### src/rtl/instr_fetch_unit.sv
`default_nettype none
// ============================================================================
// Module   : instr_fetch_unit
// Purpose  : Fetch stage for the pr3 single-cycle processor. Holds the
//            instruction memory, maintains the program counter and offers one
//            instruction at a time over a valid/ready handshake. Accepts PC
//            redirects from the consumer and flags when the loaded program
//            has been fully issued.
// Revision : 1.0 - initial release
// ----------------------------------------------------------------------------
// Parameters
//   MEM_DEPTH      : number of 32-bit words in iMem
//   NUM_INSTR      : number of valid program words loaded from word 0
//                    (NUM_INSTR <= MEM_DEPTH)
// Ports
//   clk            : in  1  - single clock, rising edge
//   rst            : in  1  - synchronous active-high reset
//   instr_ready    : in  1  - consumer accepts instr this cycle
//   redirect_valid : in  1  - consumer requests a PC change
//   redirect_pc    : in  32 - redirect byte address (bits [1:0] ignored)
//   instr_valid    : out 1  - instr / instr_pc are valid
//   instr          : out 32 - issued instruction word
//   instr_pc       : out 32 - byte address of instr
//   done           : out 1  - program exhausted and output register empty
//   issue_count    : out 16 - completed handshakes, saturating at 16'hFFFF
// ============================================================================
module instr_fetch_unit #(
  parameter int MEM_DEPTH = 32,
  parameter int NUM_INSTR = 22
) (
  input  logic        clk,
  input  logic        rst,
  input  logic        instr_ready,
  input  logic        redirect_valid,
  input  logic [31:0] redirect_pc,
  output logic        instr_valid,
  output logic [31:0] instr,
  output logic [31:0] instr_pc,
  output logic        done,
  output logic [15:0] issue_count
);

  // Word-index width of iMem; at least one bit so the slice below is legal.
  localparam int          ADDR_W = (MEM_DEPTH > 1) ? $clog2(MEM_DEPTH) : 1;
  // First byte address past the loaded program.
  localparam logic [31:0] LIMIT  = 32'(NUM_INSTR) << 2;

  // Program image. Never written by this logic; loaded by the environment
  // before reset is released, so it is intentionally not reset.
  reg [31:0] iMem [0:MEM_DEPTH-1];

  logic [31:0]       pc;            // next fetch byte address
  logic              xfer;          // handshake completes this cycle
  logic              slot_free;     // output register can take a new word
  logic              fetch_legal;   // pc still inside the program
  logic [ADDR_W-1:0] fetch_idx;
  logic [31:0]       fetch_word;
  logic [31:0]       redirect_aligned;

  assign xfer        = instr_valid & instr_ready;
  assign slot_free   = ~instr_valid | instr_ready;
  assign fetch_legal = (pc < LIMIT);

  // Only consulted when fetch_legal holds, and LIMIT <= MEM_DEPTH*4, so the
  // truncated word index always lands inside iMem when it matters.
  assign fetch_idx   = pc[ADDR_W+1:2];
  assign fetch_word  = iMem[fetch_idx];

  // Word-align the redirect target; the low two bits carry no meaning.
  assign redirect_aligned = redirect_pc & ~32'd3;

  // The fetch state (EMPTY / FULL / DONE) is carried directly by the
  // registered outputs instr_valid and done, so no separate state register
  // is kept.
  always_ff @(posedge clk) begin
    if (rst) begin
      pc          <= 32'd0;
      instr_valid <= 1'b0;
      instr       <= 32'd0;
      instr_pc    <= 32'd0;
      done        <= 1'b0;
      issue_count <= 16'd0;
    end else begin
      // A handshake counts even when a redirect flushes the slot in the
      // same cycle: the consumer did take the word.
      if (xfer && (issue_count != 16'hFFFF)) begin
        issue_count <= issue_count + 16'd1;
      end

      if (redirect_valid) begin
        // Flush and retarget; the first fetch from the new PC happens on the
        // next edge, which gives the single bubble cycle.
        pc          <= redirect_aligned;
        instr_valid <= 1'b0;
        done        <= 1'b0;
      end else begin
        // done looks at the current register values, so it rises one edge
        // after the output register has drained at the limit.
        done <= ~fetch_legal & ~instr_valid;

        if (slot_free) begin
          if (fetch_legal) begin
            instr       <= fetch_word;
            instr_pc    <= pc;
            instr_valid <= 1'b1;
            pc          <= pc + 32'd4;
          end else begin
            instr_valid <= 1'b0;
          end
        end
        // Otherwise the consumer is stalling: hold pc and the output register.
      end
    end
  end

endmodule
`default_nettype wire

### config.mk
export PLATFORM = sky130hd
export DESIGN_NAME = instr_fetch_unit
export DESIGN_NICKNAME = d
export VERILOG_FILES = /design/src/rtl/instr_fetch_unit.sv
export SDC_FILE = /design/constraint.sdc
export NUM_CORES = 1
export LEC_CHECK = 0
export CORE_MARGIN = 4
export CORE_UTILIZATION = 45
export CTS_CLUSTER_DIAMETER = 40
export DETAILED_ROUTE_END_ITERATION = 16
export PLACE_DENSITY = 0.88
export SYNTH_ARGS = -nofsm -noshare
export SYNTH_HDL_FRONTEND = slang
export SYNTH_SLANG_ARGS = --single-unit
### constraint.sdc
create_clock -name clk -period 1.94 [get_ports clk]
set_input_delay 0.388 -clock clk [delete_from_list [all_inputs] [get_ports clk]]
set_output_delay 0.388 -clock clk [all_outputs]
set_load 0.01 [all_outputs]
==> flow_summary.rst <==
.. list-table::
   :header-rows: 1

   * - Metric
     - Value
   * - Slowest Stage Delay on Critical Path
     - 0.60 ns
   * - Standby leakage power
     - between 1.5 and 2 nW
   * - Classification of the worst-slack hold path
     - flop to flop
   * - Number of vias after detailed routing
     - 2725
   * - Combinational share of power
     - 8.7%
   * - Max Fanout on Critical Path
     - 5
   * - #FFs+latches synth
     - 78
   * - Initial core utilization
     - 46.89%
   * - Total core area
     - 0.007370 mm2
   * - Area of placed instances
     - 0.004294 mm2
   * - P per Cell Area
     - between 700 and 800 mW/mm2
   * - Total count of max-transition violations in the final report
     - 0
   * - Root buffer cell
     - clkbuf_8
   * - Wire length of the first global-routing pass
     - 11870 um
   * - Data arrival time of the critical path
     - 1.42 ns
   * - Number of hold buffers added after CTS
     - 0
   * - Hold violation count in the final report
     - 0
   * - Most area-hungry cell type in the Yosys netlist
     - dfxtp_1
   * - Area fraction of the dominant cell type after synthesis
     - 45.18%
   * - Clock tree from TritonCTS
     - yes
   * - Commonest non-fill, non-tap cells in the layout
     - clkdlybuf4s50_1 (79), dfxtp_1 (78), conb_1 (34)
   * - Overall track demand over capacity in global routing
     - ~17%
   * - Cts bufs inserted
     - 9
   * - Worst setup EP type
     - primary output
   * - Total power consumption of the routed design
     - 0.003415 W
   * - Sequential share of the synthesized area
     - 45.18%
   * - Total global routing overflow
     - 0
   * - Setup-failing EPs final
     - 0
   * - Clock Pin Slew Worst Setup and Hold Paths
     - roughly 0.08 ns
   * - Detailed-routing iteration count for the pre-antenna-repair pass
     - 4
   * - GR Util met1
     - 18.95%
   * - Yosys warning count
     - 0
   * - Post-Syn Area
     - 0.003456 mm2
   * - Synth cell types
     - 52
   * - Total length of routed wires
     - between 7000 and 8000 um
   * - MaxCap Viol Count
     - 0
   * - Residual antenna-violating net count after detailed routing
     - 0
   * - Std-Cell Rows
     - 31
   * - Number of antenna cells inserted
     - 0
   * - Worst vdd rail ir drop
     - between 400 and 500 uV
   * - Synth area leaders
     - dfxtp_1 (45%), buf_4 (8.0%), mux2i_1 (7.5%), and2_1 (4.5%), nor2_1 (3.6%)
   * - Initial antenna violation count
     - 0
   * - Mean area per synthesized cell
     - 9.988 um2
   * - Depth of the worst register-to-register path
     - 5
   * - Routed wire length per instance
     - 13.71 um
   * - Quantity of I/O buffers inserted on ports
     - 81
   * - Crit-path cells
     - clkdlybuf4s50_1
   * - Leading register cell type out of synthesis
     - dfxtp_1
   * - Fraction of power consumed by the clock network
     - between 40% and 50%
   * - Most common cell after layout, fill and taps aside
     - clkdlybuf4s50_1
   * - Area growth syn-to-layout
     - 31.64%
   * - Maximum number of pins on one net before global-route repair
     - 26
   * - Category of the critical setup timing path
     - flop to primary output
   * - H-tree depth reported by CTS
     - 3
   * - Type of origin of the critical path
     - flop
   * - Num ports
     - 118
   * - Layout cells sized above 1
     - a little over an eighth
   * - Post-route minimum period
     - approximately 1.8 ns
   * - Result of the run
     - complete, no violations
   * - Number of design rule violations left after detail routing
     - 0
   * - Die height
     - approximately 96 um
   * - Int Pwr
     - 0.002664 W
   * - Sequential share of power
     - 49.0%
   * - Total Nets Final
     - 476
   * - Met3 demand-to-capacity share in global routing
     - 6.630%
   * - Async S/R FF share, synth
     - 0%
   * - Logic depth of the worst path, buffers included
     - 1
   * - Number of enable flip-flop cells after synthesis
     - 0
   * - Most crowded layer after global routing
     - met2
   * - Accumulated negative setup slack
     - 0 ns
   * - Net switching power figure
     - 0.0007511 W
   * - Initial drt markers
     - 79
   * - Max Freq
     - 552.8 MHz
   * - Mean number of vias per cell
     - 5.037
   * - Worst R2R Setup Slack
     - 0.17 ns
   * - Sink Count
     - 78
   * - Number of setup buffers added after CTS
     - 0
   * - DP Wirelength
     - about 5600 um
   * - Post_cts resized
     - 0
   * - Via count of the first global-routing pass
     - 2559
   * - Switching share of power
     - 22.00%
   * - Gate count of the mapped netlist
     - 346
   * - Gp weighted congestion
     - 0.8396
   * - Library cell contributing the largest single delay on the critical path
     - clkdlybuf4s50_1
   * - Worst path bufs/invs
     - 1
   * - Bufs on Longest Clock Path
     - 2
   * - Period utilisation layout
     - 93.25%
   * - Design Area, Final
     - 0.004549 mm2
   * - Worst-Skew Late Latency
     - ~0.35 ns
   * - Width of the chip
     - 95.64 um
   * - Worst hold path stage count
     - 1
   * - Full die area
     - slightly above 0.009 mm2
   * - Data required time of the worst path
     - 1.55 ns
   * - Top Family by Delay on Critical Path
     - buffers and inverters
   * - Maximum clock skew at final layout
     - 0.01270 ns
   * - Setup repair after global routing missed its margin
     - false
   * - Met2 layer usage reported by global route
     - 28.37%
   * - Final worst hold slack
     - approximately 0.46 ns
logic make-up after synthesis:
logic type | count (synthesis) | share of synthesized area [%]
buffers and inverters | 60 | 11.66
flip-flops | 78 | 45.18
AO/OA/AOI/OAI | 50 | 11.15
multiplexers | 28 | 8.400
adder cells (fa/ha/maj) | 2 | 0.7240
AND/OR/NAND/NOR | 127 | 22.77
other | 1 | 0.1085
stage by stage:
stage	std cells	setup WS, ns	utilization [%]
floorplan	379	0.2168	-
global placement	526	-0.1259	58.27
detailed placement	526	-0.1581	58.27
CTS	541	0.05772	61.48
global route	541	0.05599	61.73
finish	541	0.1310	61.73
metal layers:
metal  part of all wire (%)  wire (um)
met1                     42       3082
met3                    7.7        569
met5                      0          0
met2                     50       3678
met4                    1.1         84
final timing paths:
kind	endpoint	from
hold / removal	instr_pc[30]$_SDFFE_PP0P_	instr_pc[30]$_SDFFE_PP0P_
setup / recovery	issue_count[9]	issue_count[9]$_SDFFE_PP0P_
setup reg to reg	pc[4]$_SDFFE_PP0P_	pc[13]$_SDFFE_PP0P_
hold reg to reg	instr_pc[30]$_SDFFE_PP0P_	instr_pc[30]$_SDFFE_PP0P_
layout make-up:
cell class	count	area (um2)
Clock buffer	11	141.4
Clock inverter	4	95.09
Fill cell	638	2820
Inverter	6	22.52
Multi-Input combinational cell	241	1634
Sequential cell	78	1562
Tap cell	99	123.9
Timing Repair Buffer	102	970.9
synthesized netlist by cell type (4+ instances only):
master and n:
dfxtp_1 78, buf_2 5, or4_1 5, nand3_1 6, o31ai_1 6, buf_6 4
nor4_2 6, o41ai_1 7, inv_1 6, nor2_1 33, mux2i_1 26, buf_4 37
a21oi_1 13, clkbuf_1 6, and2_1 25, nand2_1 12, nand4_1 9, a211oi_1 4
nor4_1 4
state kept, by name (all words and copies together) (netlist names):
register / flops
done: 1
instr_pc: 30
instr_valid: 1
issue_count: 16
pc: 30
power by group through the flow:
stage / registers, W / clock network (W) / logic, W
3_3_place_gp: 0.00171 / 0 / 0.000282
3_5_place_dp: 0.00171 / 0 / 0.000293
4_1_cts: 0.00167 / 0.00148 / 0.000294
5_1_grt: 0.00168 / 0.00155 / 0.000329
2_1_floorplan: 0.00170 / 0 / 0.000237
6_report: 0.00167 / 0.00144 / 0.000297
Power figures use the tool's default switching activity.
